**config.mk**
```make
export PLATFORM = sky130hd
export DESIGN_NAME = sha_add_sched_flat
export DESIGN_NICKNAME = d
export VERILOG_FILES = /design/src/rtl/sha_add_sched_if.sv /design/src/rtl/sha_add_sched.sv /design/src/flat_wrapper.sv
export SDC_FILE = /design/constraint.sdc
export NUM_CORES = 1
export LEC_CHECK = 0
export CORE_UTILIZATION = 25
export CTS_CLUSTER_SIZE = 24
export DETAILED_ROUTE_END_ITERATION = 10
export PLACE_DENSITY = 0.5
export SYNTH_ARGS = -nofsm -noshare
export SYNTH_HDL_FRONTEND = slang
export SYNTH_HIERARCHICAL = 1
export SYNTH_SLANG_ARGS = --single-unit
```
**constraint.sdc**
```tcl
create_clock -name i_clk -period 4.8 [get_ports i_clk]
set_input_delay 0.48 -clock i_clk [delete_from_list [all_inputs] [get_ports i_clk]]
set_output_delay 0.48 -clock i_clk [all_outputs]
set_load 0.02 [all_outputs]
```
**src/rtl/sha_add_sched_if.sv**
```systemverilog
// Request/result bundle between the SHA-256 datapath requesters and the shared adder.
// The message schedule (A) and the compression rounds (B) each present a level request.
interface sha_add_sched_if #(
    parameter int WIDTH = 32,
    parameter int NOPS  = 5,
    parameter int CW    = 3
);
    logic                  i_req_a;
    logic [CW-1:0]         i_cnt_a;
    logic [NOPS*WIDTH-1:0] i_ops_a;
    logic                  i_req_b;
    logic [CW-1:0]         i_cnt_b;
    logic [NOPS*WIDTH-1:0] i_ops_b;
    logic                  o_done_a;
    logic                  o_done_b;
    logic [WIDTH-1:0]      o_summ;
    logic                  o_carry;
    logic                  o_busy;

    modport master (
        output i_req_a, i_cnt_a, i_ops_a,
        output i_req_b, i_cnt_b, i_ops_b,
        input  o_done_a, o_done_b, o_summ, o_carry, o_busy
    );

    modport slave (
        input  i_req_a, i_cnt_a, i_ops_a,
        input  i_req_b, i_cnt_b, i_ops_b,
        output o_done_a, o_done_b, o_summ, o_carry, o_busy
    );
endinterface

```
**src/rtl/sha_add_sched.sv**
```systemverilog
// Shared multi-operand adder for the SHA-256 core: round-robin between the
// message schedule (A) and compression (B), one operand accumulated per cycle.
module adder_32b_param #(
    parameter int WIDTH = 32
) (
    input  logic [WIDTH-1:0] i_a,
    input  logic [WIDTH-1:0] i_b,
    input  logic             i_cin,
    output logic [WIDTH-1:0] o_sum,
    output logic             o_cout
);
    logic [WIDTH:0] full;
    assign full   = {1'b0, i_a} + {1'b0, i_b} + {{WIDTH{1'b0}}, i_cin};
    assign o_sum  = full[WIDTH-1:0];
    assign o_cout = full[WIDTH];
endmodule

module sha_add_sched #(
    parameter int WIDTH = 32,
    parameter int NOPS  = 5,
    parameter int CW    = 3
) (
    input logic            i_clk,
    input logic            i_rst,
    sha_add_sched_if.slave bus
);
    typedef enum logic [1:0] {S_IDLE, S_ACC, S_DONE} state_t;

    state_t           state_q, state_d;
    logic [WIDTH-1:0] acc_q, acc_d;
    logic [CW-1:0]    idx_q, idx_d;
    logic [CW-1:0]    n_q, n_d;
    logic             sel_q, sel_d;
    logic             last_q, last_d;
    logic             cany_q, cany_d;
    logic [WIDTH-1:0] summ_q, summ_d;
    logic             carry_q, carry_d;
    logic             done_a_q, done_a_d;
    logic             done_b_q, done_b_d;
    logic             busy_q, busy_d;

    logic                  gnt_b;
    logic [CW-1:0]         cnt_g;
    logic [CW-1:0]         n_g;
    logic [WIDTH-1:0]      op0_g;
    logic [NOPS*WIDTH-1:0] ops_sel;
    logic [WIDTH-1:0]      op_cur;
    logic [WIDTH-1:0]      add_sum;
    logic                  add_cout;

    adder_32b_param #(.WIDTH(WIDTH)) u_add (
        .i_a    (acc_q),
        .i_b    (op_cur),
        .i_cin  (1'b0),
        .o_sum  (add_sum),
        .o_cout (add_cout)
    );

    // Operands are read live from the granted requester, never captured.
    always_comb begin
        ops_sel = sel_q ? bus.i_ops_b : bus.i_ops_a;
        op_cur  = '0;
        for (int k = 0; k < NOPS; k++) begin
            if (idx_q == CW'(k)) op_cur = ops_sel[k*WIDTH +: WIDTH];
        end
    end

    // last_q set means B was served last, so A wins a tie.
    always_comb begin
        gnt_b = bus.i_req_b & (~bus.i_req_a | ~last_q);
        cnt_g = gnt_b ? bus.i_cnt_b : bus.i_cnt_a;
        n_g   = (cnt_g > CW'(NOPS)) ? CW'(NOPS) : cnt_g;
        op0_g = gnt_b ? bus.i_ops_b[WIDTH-1:0] : bus.i_ops_a[WIDTH-1:0];
    end

    always_comb begin
        state_d  = state_q;
        acc_d    = acc_q;
        idx_d    = idx_q;
        n_d      = n_q;
        sel_d    = sel_q;
        last_d   = last_q;
        cany_d   = cany_q;
        summ_d   = summ_q;
        carry_d  = carry_q;
        done_a_d = 1'b0;
        done_b_d = 1'b0;
        busy_d   = busy_q;
        unique case (state_q)
            S_IDLE: begin
                if (bus.i_req_a || bus.i_req_b) begin
                    sel_d  = gnt_b;
                    n_d    = n_g;
                    acc_d  = (n_g == '0) ? '0 : op0_g;
                    idx_d  = CW'(1);
                    cany_d = 1'b0;
                    busy_d = 1'b1;
                    if (n_g <= CW'(1)) begin
                        state_d  = S_DONE;
                        summ_d   = acc_d;
                        carry_d  = 1'b0;
                        done_a_d = ~gnt_b;
                        done_b_d = gnt_b;
                    end else begin
                        state_d = S_ACC;
                    end
                end
            end
            S_ACC: begin
                acc_d  = add_sum;
                cany_d = cany_q | add_cout;
                idx_d  = idx_q + CW'(1);
                if (idx_q == n_q - CW'(1)) begin
                    state_d  = S_DONE;
                    summ_d   = add_sum;
                    carry_d  = cany_d;
                    done_a_d = ~sel_q;
                    done_b_d = sel_q;
                end
            end
            S_DONE: begin
                state_d = S_IDLE;
                last_d  = sel_q;
                busy_d  = 1'b0;
            end
            default: begin
                state_d = S_IDLE;
                busy_d  = 1'b0;
            end
        endcase
    end

    always_ff @(posedge i_clk) begin
        if (i_rst) begin
            state_q  <= S_IDLE;
            acc_q    <= '0;
            idx_q    <= '0;
            n_q      <= '0;
            sel_q    <= 1'b0;
            last_q   <= 1'b1;
            cany_q   <= 1'b0;
            summ_q   <= '0;
            carry_q  <= 1'b0;
            done_a_q <= 1'b0;
            done_b_q <= 1'b0;
            busy_q   <= 1'b0;
        end else begin
            state_q  <= state_d;
            acc_q    <= acc_d;
            idx_q    <= idx_d;
            n_q      <= n_d;
            sel_q    <= sel_d;
            last_q   <= last_d;
            cany_q   <= cany_d;
            summ_q   <= summ_d;
            carry_q  <= carry_d;
            done_a_q <= done_a_d;
            done_b_q <= done_b_d;
            busy_q   <= busy_d;
        end
    end

    assign bus.o_done_a = done_a_q;
    assign bus.o_done_b = done_b_q;
    assign bus.o_summ   = summ_q;
    assign bus.o_carry  = carry_q;
    assign bus.o_busy   = busy_q;
endmodule

```
**src/flat_wrapper.sv**
```systemverilog
// flat-port wrapper written by rule: the top's interface ports become plain ports
module sha_add_sched_flat 
#(
    parameter int WIDTH = 32,
    parameter int NOPS  = 5,
    parameter int CW    = 3
)
  (i_clk, i_rst, bus_i_req_a, bus_i_cnt_a, bus_i_ops_a, bus_i_req_b, bus_i_cnt_b, bus_i_ops_b, bus_o_done_a, bus_o_done_b, bus_o_summ, bus_o_carry, bus_o_busy);
  sha_add_sched_if #(.WIDTH(WIDTH), .NOPS(NOPS), .CW(CW)) bus_i ();
  input logic i_clk;
  input logic i_rst;
  input wire logic [$bits(bus_i.i_req_a)-1:0] bus_i_req_a;
  input wire logic [$bits(bus_i.i_cnt_a)-1:0] bus_i_cnt_a;
  input wire logic [$bits(bus_i.i_ops_a)-1:0] bus_i_ops_a;
  input wire logic [$bits(bus_i.i_req_b)-1:0] bus_i_req_b;
  input wire logic [$bits(bus_i.i_cnt_b)-1:0] bus_i_cnt_b;
  input wire logic [$bits(bus_i.i_ops_b)-1:0] bus_i_ops_b;
  output wire logic [$bits(bus_i.o_done_a)-1:0] bus_o_done_a;
  output wire logic [$bits(bus_i.o_done_b)-1:0] bus_o_done_b;
  output wire logic [$bits(bus_i.o_summ)-1:0] bus_o_summ;
  output wire logic [$bits(bus_i.o_carry)-1:0] bus_o_carry;
  output wire logic [$bits(bus_i.o_busy)-1:0] bus_o_busy;
  assign bus_i.i_req_a = bus_i_req_a;
  assign bus_i.i_cnt_a = bus_i_cnt_a;
  assign bus_i.i_ops_a = bus_i_ops_a;
  assign bus_i.i_req_b = bus_i_req_b;
  assign bus_i.i_cnt_b = bus_i_cnt_b;
  assign bus_i.i_ops_b = bus_i_ops_b;
  assign bus_o_done_a = bus_i.o_done_a;
  assign bus_o_done_b = bus_i.o_done_b;
  assign bus_o_summ = bus_i.o_summ;
  assign bus_o_carry = bus_i.o_carry;
  assign bus_o_busy = bus_i.o_busy;
  sha_add_sched #(.WIDTH(WIDTH), .NOPS(NOPS), .CW(CW)) u_core (.i_clk(i_clk), .i_rst(i_rst), .bus(bus_i));
endmodule
```
==> impl_metrics.yaml <==
detailed_routing:
  drtIter0Drc: 699
  ant_nets: 0
  drc: 0
  viasPerCell: 5.190
  dr.pass1.iters: 5
  routed_wl_um: 38300
  vias: 9466
  wire_per_inst_um: 21.00
cts:
  cts_made_buffers: 9
  cts_hold_buf: 0
  path_clk_slew_ps: 70
  insertion_delay_ps: 350
  h-tree-depth: 3
  clock-sinks: 79
  cts_tree: "done"
  root_buffer: "clkbuf_16"
  clockBufferDepth: 2
synth:
  ys_seq_area_share_pct: 18.80
  synth_largest_area_cell: "mux2i_1"
  synth_fp_nets: 1440
  yosysMostFrequentCell: "mux2i_1"
  synth_area_leaders: "mux2i_1, dfxtp_1, a21oi_1, nand2_1, ha_1"
  ys_seq_elements: 79
  syn_area_mm2: 0.008411
  syn_area_per_cell_um2: 7.853
  ys.flop_type: "dfxtp_1"
  synthCells: 1071
  synth.yosys.warnings: 6
  synth_edf_count: 0
  async_flop_share_pct: 0
  synth_top_area_share_pct: 19.16
  ys_types: 68
  ys_top_cells_by_count: "mux2i_1, nand2_1, a21oi_1"
cells_and_area:
  area_growth_pct: 52.41
  final_layout_size_suffix_gt1_share_pct: 6.657
  finalNetCount: 1746
  stdcell_area_mm2: 0.01282
  diodes: 0
run_status:
  status: "finished, final reports clean"
pwr:
  ir_drop_v: 0.0001509
  power_mw: 3.558
  powerDensity_mw_per_mm2: 277.6
  leakagePower_nw: 4.578
sta:
  fin_worst_skew_ps: 9.407
  setup_viol: 0
  post-route-min-period_ps: 4493
  hold_viol_final: 0
  finalSetupTns_ps: 0
  relSlewSlack_pct: 26.08
  max_freq_mhz: 222.6
  fin_crit_sh_pct: 93.61
  maxSlewViolCount: 0
  rsz0062_at_grt: "false"
  worst_pin_slew_ps: 1106
worst_setup_path:
  endpoint_kind: "flip-flop"
  worstPathRequired_ps: 5080
  startpoint_type: "flip-flop"
  criticalPathCategory: "reg -> reg"
  cp_max_fo: 12
  cp.arrival_ps: 4770
global_routing:
  grt_use_total_pct: 21.70
  grt_pass1_wl_um: 56520
  grt_pass1_vias: 9412
  antenna_found_initial: 0
  grt_overflow: 0
  grt_start_max_net_pins: 81
floorplanning:
  rows: 66
  num_io_pins: 366
  die-height_um: 185.4
  die_area_mm2: 0.03438
  initial_core_util_pct: 25.65
  die_w_um: 185.4
  core_mm2: 0.03278
flow_run:
  maxCapViolCount: 0
placement:
  numPortBuffers: 365
  place_congestion: 0.8753
  place_area_mm2: 0.01245
  dp_hpwl_um: 29970
min_path:
  hold_path.class: "reg -> reg"
==> layer usage <==
metal | global-route usage [%] | vias to the layer above | share of wire [%]
li1 | - | 4661 | -
met1 | 30.04 | 4452 | 46
met2 | 34.92 | 314 | 46
met3 | 3.460 | 39 | 5.8
met4 | 4.893 | 0 | 1.6
met5 | 0 | - | 0
==> report_power, final <==
group	internal [mW]	switching [mW]
registers	0.737	0.0605
clock network	0.437	0.317
logic	0.879	1.13
total	2.05	1.50
==> area by class of cell <==
cell class                 count  area, um2
clock buffer                  10      250.2
sequential                    79       1585
fill                        3431      19970
timing repair buffer         393       3913
multi-input combinational    879       6395
clock inverter                 6      66.31
inverter                      15      56.30
tap                          442      553.0
==> flip-flops by register name (all words and copies together), names as in the netlist <==
register / flops
u_core/acc_q: 32
u_core/bus.o_busy: 1
u_core/bus.o_carry: 1
u_core/bus.o_done_a: 1
u_core/bus.o_done_b: 1
u_core/bus.o_summ: 32
u_core/cany_q: 1
u_core/idx_q: 3
u_core/last_q: 1
u_core/n_q: 3
u_core/sel_q: 1
u_core/state_q: 2
==> path summary, 6_finish.rpt <==
| kind | slack (ps) | from | endpoint | cells past startpoint |
|---|---|---|---|---|
| worst min-delay path | 460 | u_core/acc_q[6] | u_core/acc_q[6] | 2 |
| worst max register to register | 310 | u_core/idx_q[0] | u_core/bus.o_summ[29] | 17 |
| worst min register to register | 460 | u_core/acc_q[6] | u_core/acc_q[6] | 2 |
| worst max-delay path | 310 | u_core/idx_q[0] | u_core/bus.o_summ[29] | 17 |
==> kinds of logic after synthesis <==
| logic type | count (synthesis) | synth area share (%) |
|---|---|---|
| compound gates | 382 | 31.37 |
| simple gates | 259 | 14.22 |
| mux | 165 | 19.74 |
| buf+inv | 113 | 6.233 |
| flops | 79 | 18.80 |
| fa+ha+maj | 39 | 5.980 |
| xor+xnor | 33 | 3.600 |
| other cells | 1 | 0.04459 |
==> critical path, cell delays in order, from the launching register on <==
cell and delay, ps:
dfxtp_1 400, inv_1 110, ha_1 250, and2_2 210
or2_2 300, buf_4 200, a21oi_1 190, a221oi_1 80
ha_1 430, and4_1 280, nor4b_4 290, inv_2 40
o311a_1 390, or4_1 490, a31oi_1 220, xor2_1 260
o2111ai_1 150, o21ai_1 120
==> stage by stage <==
stage                     utilization, %  setup WS (ps)  hold WS, ps  instances
after floorplan                        -          351.0        431.9       1071
after global placement             37.97          217.1        445.1       1805
after global routing               39.10          21.06        474.3       1824
after detailed placement           37.97          131.6        452.6       1805
final                              39.10          306.8        459.6       1824
after CTS                          38.93          166.3        463.7       1821
==> cells in the final DEF (no fill, tap or decap), drive strengths merged, types with 3 or more instances in the layout <==
cell type | netlist | layout
xnor2 | 15 | 15
nand4 | 6 | 6
a211oi | 6 | 6
ha | 37 | 37
nand3 | 8 | 8
and3 | 3 | 3
nor2b | 9 | 9
o21a | 3 | 3
nor3 | 9 | 9
o31ai | 3 | 3
xor2 | 17 | 17
mux2i | 161 | 161
clkdlybuf4s50 | 0 | 364
o21bai | 5 | 5
nand2 | 151 | 151
a31oi | 5 | 5
nor2 | 23 | 23
a21oi | 141 | 141
dfxtp | 79 | 79
mux2 | 4 | 4
o2111ai | 33 | 33
o221ai | 32 | 32
o21ai | 47 | 47
buf | 46 | 29
nand2b | 37 | 37
a21o | 18 | 18
o211ai | 38 | 38
clkinv | 0 | 4
a221oi | 33 | 33
clkbuf | 52 | 10
inv | 15 | 16
a311oi | 3 | 3
==> repair_timing <==
item                                    4_1_cts  5_1_grt
setup buffers                                 0        3
endpoints found under the setup margin        0       17
gates resized for setup                       0        6
hold endpoints to repair                      0        0
No activity file was read; power rests on OpenSTA's default activity.
